[config.mk]
export PLATFORM = sky130hd
export DESIGN_NAME = main_mem_port_arbiter
export DESIGN_NICKNAME = d
export VERILOG_FILES = /design/src/rtl/main_mem_port_arbiter_pkg.sv /design/src/rtl/main_mem_port_arbiter_rr_picker.sv /design/src/rtl/main_mem_port_arbiter.sv
export SDC_FILE = /design/constraint.sdc
export NUM_CORES = 1
export LEC_CHECK = 0
export BUFFER_PORTS_ARGS = -buffer_cell sky130_fd_sc_hd__clkbuf_2
export CORE_AREA = 10 10 106 99
export CTS_BUF_LIST = sky130_fd_sc_hd__clkbuf_16
export CTS_CLUSTER_DIAMETER = 200
export DETAILED_ROUTE_END_ITERATION = 8
export DIE_AREA = 0 0 116 109
export GPL_TIMING_DRIVEN = 0
export PLACE_DENSITY = 0.85
export SYNTH_ARGS = -nofsm -noshare
export SYNTH_HDL_FRONTEND = slang
export SYNTH_SLANG_ARGS = --single-unit
[constraint.sdc]
create_clock -name clka -period 9.7 [get_ports clka]
set_input_delay 1.94 -clock clka [delete_from_list [all_inputs] [get_ports clka]]
set_output_delay 1.94 -clock clka [all_outputs]
set_load 0.05 [all_outputs]
[src/rtl/main_mem_port_arbiter_pkg.sv]
// Shared types and constants for the main-memory port B arbiter.
package main_mem_arb_pkg;

  localparam int unsigned DEF_ADDR_W    = 14;
  localparam int unsigned DEF_DATA_W    = 18;
  localparam int unsigned BANK_LSB      = 10;
  localparam int unsigned BANK_W        = 4;
  localparam int unsigned DEF_NUM_BANKS = 11;

  typedef enum logic [1:0] {
    IDLE  = 2'd0,
    ISSUE = 2'd1,
    READ  = 2'd2
  } state_e;

  // Bank select field of a word address.
  function automatic logic [BANK_W-1:0] bank_idx(input logic [DEF_ADDR_W-1:0] addr);
    return addr[BANK_LSB +: BANK_W];
  endfunction

endpackage

[src/rtl/main_mem_port_arbiter_rr_picker.sv]
// Combinational round-robin search: first set request above i_rr_ptr, wrapping.
module rr_picker #(
  parameter int unsigned NUM_REQ = 4,
  parameter int unsigned IDX_W   = 2
) (
  input  logic [NUM_REQ-1:0] i_req,
  input  logic [IDX_W-1:0]   i_rr_ptr,
  output logic [NUM_REQ-1:0] o_winner_oh_c,
  output logic [IDX_W-1:0]   o_winner_idx_c,
  output logic               o_any_req_c
);

  int unsigned w_idx;

  always_comb begin
    o_winner_oh_c  = '0;
    o_winner_idx_c = '0;
    o_any_req_c    = 1'b0;
    w_idx          = 0;
    for (int unsigned k = 1; k <= NUM_REQ; k++) begin
      w_idx = (32'(i_rr_ptr) + k) % NUM_REQ;
      if (!o_any_req_c && i_req[IDX_W'(w_idx)]) begin
        o_any_req_c                 = 1'b1;
        o_winner_idx_c              = IDX_W'(w_idx);
        o_winner_oh_c[IDX_W'(w_idx)] = 1'b1;
      end
    end
  end

endmodule

[src/rtl/main_mem_port_arbiter.sv]
// Round-robin arbiter sharing main-memory port B among NUM_REQ requesters.
// Optional unmapped-bank decode: define MAIN_MEM_ARB_RANGE_CHECK_EN.
module main_mem_port_arbiter
  import main_mem_arb_pkg::*;
#(
  parameter int unsigned NUM_REQ   = 4,
  parameter int unsigned ADDR_W    = DEF_ADDR_W,
  parameter int unsigned DATA_W    = DEF_DATA_W,
  parameter int unsigned NUM_BANKS = DEF_NUM_BANKS
) (
  input  logic                        clka,
  input  logic                        rst_n,
  input  logic [NUM_REQ-1:0]          req,
  input  logic [NUM_REQ-1:0]          req_we,
  input  logic [NUM_REQ*ADDR_W-1:0]   req_addr,
  input  logic [NUM_REQ*DATA_W-1:0]   req_wdata,
  output logic [NUM_REQ-1:0]          gnt,
  output logic [NUM_REQ-1:0]          rvalid,
  output logic [DATA_W-1:0]           rdata,
  output logic [NUM_REQ-1:0]          err,
  output logic [ADDR_W-1:0]           mem_addrb,
  output logic                        mem_web,
  output logic [DATA_W-1:0]           mem_dinb,
  input  logic [DATA_W-1:0]           mem_doutb
);

  localparam int unsigned IDX_W = (NUM_REQ > 1) ? $clog2(NUM_REQ) : 1;

  state_e               r_state, w_state_nxt;
  logic [NUM_REQ-1:0]   r_gnt, w_gnt_nxt;
  logic [NUM_REQ-1:0]   r_rvalid, w_rvalid_nxt;
  logic [DATA_W-1:0]    r_rdata, w_rdata_nxt;
  logic [ADDR_W-1:0]    r_addr, w_addr_nxt;
  logic                 r_web, w_web_nxt;
  logic [DATA_W-1:0]    r_dinb, w_dinb_nxt;
  logic [IDX_W-1:0]     r_owner, w_owner_nxt;
  logic [IDX_W-1:0]     r_rr_ptr, w_rr_ptr_nxt;
  logic                 r_is_read, w_is_read_nxt;

  logic [NUM_REQ-1:0]   w_win_oh;
  logic [IDX_W-1:0]     w_win_idx;
  logic                 w_any_req;
  logic [ADDR_W-1:0]    w_win_addr;
  logic [DATA_W-1:0]    w_win_wdata;
  logic                 w_win_we;
  logic                 w_unmapped;

  rr_picker #(
    .NUM_REQ (NUM_REQ),
    .IDX_W   (IDX_W)
  ) u_rr_picker (
    .i_req          (req),
    .i_rr_ptr       (r_rr_ptr),
    .o_winner_oh_c  (w_win_oh),
    .o_winner_idx_c (w_win_idx),
    .o_any_req_c    (w_any_req)
  );

  assign w_win_addr  = req_addr[int'(w_win_idx)*ADDR_W +: ADDR_W];
  assign w_win_wdata = req_wdata[int'(w_win_idx)*DATA_W +: DATA_W];
  assign w_win_we    = req_we[w_win_idx];

`ifdef MAIN_MEM_ARB_RANGE_CHECK_EN
  logic [NUM_REQ-1:0] r_err, w_err_nxt;
  logic               r_unmapped, w_unmapped_nxt;

  assign w_unmapped = 32'(bank_idx(DEF_ADDR_W'(w_win_addr))) >= NUM_BANKS;
  assign err        = r_err;
`else
  assign w_unmapped = 1'b0;
  assign err        = '0;
`endif

  // Next-state and command/return-path decode.
  always_comb begin
    w_state_nxt   = r_state;
    w_gnt_nxt     = '0;
    w_rvalid_nxt  = '0;
    w_rdata_nxt   = r_rdata;
    w_addr_nxt    = r_addr;
    w_web_nxt     = 1'b0;
    w_dinb_nxt    = r_dinb;
    w_owner_nxt   = r_owner;
    w_rr_ptr_nxt  = r_rr_ptr;
    w_is_read_nxt = r_is_read;
`ifdef MAIN_MEM_ARB_RANGE_CHECK_EN
    w_err_nxt      = '0;
    w_unmapped_nxt = r_unmapped;
`endif
    unique case (r_state)
      IDLE: begin
        if (w_any_req) begin
          w_addr_nxt    = w_win_addr;
          w_dinb_nxt    = w_win_wdata;
          w_web_nxt     = w_win_we && !w_unmapped;
          w_gnt_nxt     = w_win_oh;
          w_owner_nxt   = w_win_idx;
          w_rr_ptr_nxt  = w_win_idx;
          w_is_read_nxt = !w_win_we;
`ifdef MAIN_MEM_ARB_RANGE_CHECK_EN
          w_err_nxt      = w_unmapped ? w_win_oh : '0;
          w_unmapped_nxt = w_unmapped;
`endif
          w_state_nxt   = ISSUE;
        end
      end
      ISSUE: w_state_nxt = r_is_read ? READ : IDLE;
      READ: begin
`ifdef MAIN_MEM_ARB_RANGE_CHECK_EN
        w_rdata_nxt = r_unmapped ? '0 : mem_doutb;
`else
        w_rdata_nxt = mem_doutb;
`endif
        w_rvalid_nxt[r_owner] = 1'b1;
        w_state_nxt           = IDLE;
      end
      default: w_state_nxt = IDLE;
    endcase
  end

  always_ff @(posedge clka or negedge rst_n) begin
    if (!rst_n) begin
      r_state   <= IDLE;
      r_gnt     <= '0;
      r_rvalid  <= '0;
      r_rdata   <= '0;
      r_addr    <= '0;
      r_web     <= 1'b0;
      r_dinb    <= '0;
      r_owner   <= '0;
      r_rr_ptr  <= IDX_W'(NUM_REQ - 1);
      r_is_read <= 1'b0;
`ifdef MAIN_MEM_ARB_RANGE_CHECK_EN
      r_err      <= '0;
      r_unmapped <= 1'b0;
`endif
    end else begin
      r_state   <= w_state_nxt;
      r_gnt     <= w_gnt_nxt;
      r_rvalid  <= w_rvalid_nxt;
      r_rdata   <= w_rdata_nxt;
      r_addr    <= w_addr_nxt;
      r_web     <= w_web_nxt;
      r_dinb    <= w_dinb_nxt;
      r_owner   <= w_owner_nxt;
      r_rr_ptr  <= w_rr_ptr_nxt;
      r_is_read <= w_is_read_nxt;
`ifdef MAIN_MEM_ARB_RANGE_CHECK_EN
      r_err      <= w_err_nxt;
      r_unmapped <= w_unmapped_nxt;
`endif
    end
  end

  assign gnt       = r_gnt;
  assign rvalid    = r_rvalid;
  assign rdata     = r_rdata;
  assign mem_addrb = r_addr;
  assign mem_web   = r_web;
  assign mem_dinb  = r_dinb;

endmodule

Yosys cells after proc, flatten, opt, wreduce, memory -nomap -nowiden:

Index checks and enable logic that the tools add are counted.

* register bits after elaboration: 66
* input port bits: 156

* add/sub/neg operators: 4
* multipliers: 2
* order comparisons: 11
* eq/ne operators: 3
* shift operators: 2
* multiplexer cells: 40
* bitwise logic cells: 3
* reductions and logical operators: 14

Operator list (count)
* $shiftx 72x8->18: 1
* $shiftx 56x7->14: 1
* $mux 4: 7
* $lt 2x3->1 const B: 6
* $mux 1: 16
* $mux 2: 6
* $or 4x4->4: 3
* $bmux 1 s2: 5
* $demux 1 s2: 5
* $ge 2x1->1 const B: 5
* $logic_and 1x1->1: 8
* $mul 2x4->6 const B: 1
* $mul 2x3->5 const B: 1
* $add 2x1->2 const B: 2
* $add 2x2->2 const B: 2
* $logic_not 1->1: 4
* $pmux 2 s2: 1
* $eq 2x1->1 const B: 1
* $eq 2x2->1 const B: 1
* $logic_not 2->1: 1
* $ne 2x1->1 const B: 1
* $reduce_and 2->1: 1

Depth between registers and ports, before layout:

* depth in word-level cells: 17
* mapped depth: 12

Hierarchy:

From an unflattened synthesis, not the netlist that was laid out.

* cells, all modules: 255
* area total of the unflattened synthesis: 3888.7 µm²

By module, submodules not included
* main_mem_port_arbiter: instances 1, cells each 187, area an instance 3363.2 µm², seq. area each 1654.1 µm²
* rr_picker: instances 1, cells each 68, area an instance 525.5 µm², seq. area each 0.0 µm²

Least setup slack after synthesis:

Ideal clock, no wire load.

* path kind: input to register
* start: input port req[2]
* end: register r_addr[0] (netlist: mem_addrb[0])
* setup time: 0.133 ns
* arrival time: 3.831 ns
* slack: 5.736 ns
* stages on the path: 9
* path buffers: 4
* cell sequence: clkbuf_1 mux4_2 buf_2 a221o_1 a211oi_2 nand2b_1 buf_6 buf_12 o221ai_2

* word-level cells in the longest chain between the ends: 14
* elaborated cells between the ends (all ways): 25

RTL lines
* start, declared: RTL line main_mem_port_arbiter.sv:13 `input logic [NUM_REQ-1:0] req,`
* $bmux 1 s2: RTL line main_mem_port_arbiter_rr_picker.sv:22 `if (!o_any_req_c && i_req[IDX_W'(w_idx)]) begin`
* $mux 1 (implied by the code): RTL line main_mem_port_arbiter_rr_picker.sv:22
* $mux 1: RTL line main_mem_port_arbiter_rr_picker.sv:22
* $logic_not 1->1: RTL line main_mem_port_arbiter_rr_picker.sv:22
* $logic_and 1x1->1: RTL line main_mem_port_arbiter_rr_picker.sv:22
* $mux 1: RTL line main_mem_port_arbiter_rr_picker.sv:22
* $logic_not 1->1: RTL line main_mem_port_arbiter_rr_picker.sv:22
* $logic_and 1x1->1: RTL line main_mem_port_arbiter_rr_picker.sv:22
* $mux 1: RTL line main_mem_port_arbiter_rr_picker.sv:22
* $logic_not 1->1: RTL line main_mem_port_arbiter_rr_picker.sv:22
* $logic_and 1x1->1: RTL line main_mem_port_arbiter_rr_picker.sv:22
* $mux 2: RTL line main_mem_port_arbiter_rr_picker.sv:22
* $mul 2x3->5: RTL line main_mem_port_arbiter.sv:59 `assign w_win_addr = req_addr[int'(w_win_idx)*ADDR_W +: ADDR_W];`
* $shiftx 56x7->14: RTL line main_mem_port_arbiter.sv:59
* end signal, assigned: RTL line main_mem_port_arbiter.sv:142 `r_addr <= w_addr_nxt;`
* end, declared: RTL line main_mem_port_arbiter.sv:33 `logic [ADDR_W-1:0] r_addr, w_addr_nxt;`

Parallel ways exist; a longest one is shown, timed or not. The select of a mux whose other input is x is not followed.
A chain may end at the register's enable or synchronous reset.

Final worst setup path:

* start: input port req[2]
* end: register r_addr[2] (netlist: mem_addrb[2])

Same word-level chain as after synthesis.

==> metrics.md <==
| Metric | Value |
|---|---|
| Status | finished, final reports clean |
| CP Max Fanout | 10 |
| Number of port buffers | around 210 |
| Core footprint | 8330 um^2 |
| Sequential area share after synthesis | a little over two fifths |
| Setup Skew | 0.00531 ns |
| HP Class | flip-flop to flip-flop |
| Post-CTS resize count | 0 |
| Place WS | about 5.4 ns |
| Fill cells | 676 |
| Syn-to-layout area delta | 38.9% |
| Fin nets | slightly above 700 |
| Reg area | 1650 um^2 |
| WHS | 0.439 ns |
| 1st-iter DRT viols | between 150 and 200 |
| Asr flop ratio synth | 100% |
| GRT overflow | 0 |
| Placer Congestion | ~0.90 |
| Initial DRT Pass Iterations | 4 |
| Placed Area | 5100 um^2 |
| Hold buffers post-CTS | 0 |
| Clk sinks | 66 |
| Crit. End Element | flip-flop |
| Largest net degree at the start of global routing | 67 |
| Post-Syn Area per Cell | 12.3 um^2 |
| Drt total wl | approximately 13000 um |
| Least-Margin Pin Slew | roughly 0.91 ns |
| Clk_lat worst skew | 0.32 ns |
| Die Span Y | 109 um |
| Max Cap Violations | 0 |
| Mapped Area | 3900 um^2 |
| Max stage delay on crit path | 0.59 ns |
| FMAX | 251 MHz |
| Top_reg_cell synth | dfrtp_1 |
| DP Cell Count | 635 |
| DRC Markers | 0 |
| Unrepaired setup endpoints after global routing | no |
| Starting Density | 46.8% |
| Layout cells sized above 1 | 57.0% |
| Final hold viol count | 0 |
| Fin worst setup slack | 5.71 ns |
| Post-synth EDFFs | 0 |
| LEAKAGE | 0.00279 uW |
| ANT cells | 0 |
| CTS Buffer Depth | 2 |
| Reg-to-reg setup timing slack | 6.23 ns |
| Initial antenna violation count | 0 |
| Root Buffer Master | clkbuf_16 |
| Fin crit period | 3.99 ns |
| First-pass GRT wire length | 18600 um |
| Number of synthesized register bits | 66 |
| Dominant cell type by area after synthesis | dfrtp_1 |
| Drt via density | ~5.3 |
| Boundary Pins | 219 |
| Max-slew headroom | 39.5% |
| Setup violators final | 0 |
| Final instance area | 5410 um^2 |
| CTS H-tree depth | 3 |
| CP max-delay cell | mux4_2 |
| Post-CTS Setup Inserts | 0 |
| TritonCTS clock tree | built |
| Reg-to-Reg End | mem_dinb[11] |
| Reg clk slew, reported paths | 0.06 ns |
| WL per Instance | 19.6 um |
| Die width | around 120 um |
| Total GRT Usage | 18.4% |
| Post-Synthesis Cells | 317 |
| Setup TNS | 0 ns |
| Via count of the first global-routing pass | 3648 |
| Pwr dens | 486 nW/um^2 |
| WHS Path Cells | 1 |
| Min-delay src | r_state[1] |
| Min-Delay Endpoint | r_state[1] |
| Worst Path Required | approximately 9.9 ns |
| Synth top area share | 41.1% |
| # rows | 32 |
| Worst vdd ir | 239 uV |
| CP startpoint kind | input port |
| Critical path arrival | 4.18 ns |
| Fin. max-slew vios | 0 |
| Yosys Warn Count | 0 |
| Final worst path period share | 41.1% |
| Total CTS buffers | 9 |
| R2r startpoint | r_rr_ptr[0] |
| Dpl hpwl | 10400 um |
| Setup CP Type | input port to flip-flop |
| Synth unique cells | 42 |
| R2R depth | 11 |
| Worst-path cell chain | clkbuf_1 -> mux4_2 -> nor2b_4 -> o21ai_1 -> o21ai_2 -> buf_4 -> buf_2 -> mux2i_1 -> o221ai_2 |
| Area of the multi-input gates | just over 2000 um^2 |
| Routed Antenna Nets | 0 |
| DIE AREA | 12600 um^2 |
| Post-route insts no fill | 651 |
| Vias | 3439 |
| Area contributors post-synth | dfrtp_1 (41%), mux2i_1 (17%), o221ai_2 (11%), mux2_2 (5.2%), nand2_1 (3.5%) |
==> cells by family after synthesis <==
| kind of cell | synth area share, % |
|---|---|
| multiplexers | 24.8 |
| buffers and inverters | 5.81 |
| other | 0.0962 |
| AO/OA/AOI/OAI | 17.2 |
| AND/OR/NAND/NOR | 7.06 |
| adder cells (fa/ha/maj) | 2.57 |
| flip-flops | 42.4 |
==> Yosys cell counts (3+ instances only) <==
cell type  number
mux2_2         18
a221oi_1        6
clkbuf_1        6
dfrtp_1        64
buf_4           6
nand2_1        36
o221ai_2       29
a22oi_1         4
mux2i_1        67
nor2_1         17
buf_12          3
a21oi_1         3
inv_1           5
mux4_2          3
buf_2          10
ha_1            8
o221ai_1        3
==> through the flow <==
stage	utilization, %	total power (uW)
2_1_floorplan	-	1910
3_3_place_gp	61.3	2250
3_5_place_dp	61.3	2300
4_1_cts	65.0	2650
5_1_grt	65.0	2780
6_report	65.0	2630
==> per-layer routing <==
layer  share of wire (%)  up-vias  track usage [%]
met5                   0        -                0
met4                 1.5        0             4.82
met3                 8.9       15             6.59
met2                  50      143             31.3
met1                  39     1643             21.6
li1                    -     1638                -
==> how the worst max path moves through the flow <==
stage | slack (ns) | end | cells after the start | from
global route | 5.62 | mem_addrb[3] | 9 | req[2]
CTS | 5.71 | mem_addrb[2] | 9 | req[2]
global placement | 5.41 | mem_dinb[16] | 9 | req[2]
finish | 5.71 | mem_addrb[2] | 9 | req[2]
floorplan | 5.74 | mem_addrb[0] | 9 | req[2]
detailed placement | 5.38 | mem_addrb[2] | 9 | req[2]
==> where the power goes <==
group | internal (uW) | total, uW | switching [uW]
sequential | 421 | 498 | 76.7
combinational | 653 | 1790 | 1140
clock | 204 | 338 | 135
==> layout by cell type (no fill, tap or decap), types with 4 or more instances in the layout <==
master,n
mux2_2,18
inv_1,5
mux2i_1,67
clkbuf_1,6
clkbuf_2,212
clkbuf_16,9
dfrtp_1,64
conb_1,4
nor2_1,17
buf_4,6
o221ai_2,29
buf_2,10
nand2_1,36
a22oi_1,4
ha_1,8
a221oi_1,6
==> sequential cells by signal (all words and copies together) (netlist names) <==
| register | flops |
|---|---|
| gnt | 4 |
| rvalid | 4 |
| r_rr_ptr | 2 |
| mem_web | 1 |
| rdata | 18 |
| mem_addrb | 14 |
| mem_dinb | 18 |
| r_state | 2 |
| r_owner | 2 |
| r_is_read | 1 |
==> worst max-delay path: cells and delay by family <==
kind	cells	cell delay [ns]
buffers and inverters	3	0.77
and+or+nand+nor	1	0.21
AOI/OAI and AO/OA	3	0.34
muxes	2	0.91
==> cell type report <==
type	count	area share (%)
multi-input combinational	220	37.5
sequential	66	30.6
timing repair buffer	213	19.7
clock buffer	9	4.16
buffer	28	3.77
tap	102	2.36
clock inverter	7	1.53
inverter	6	0.416
Note: power is estimated with default switching activity, not from simulation.
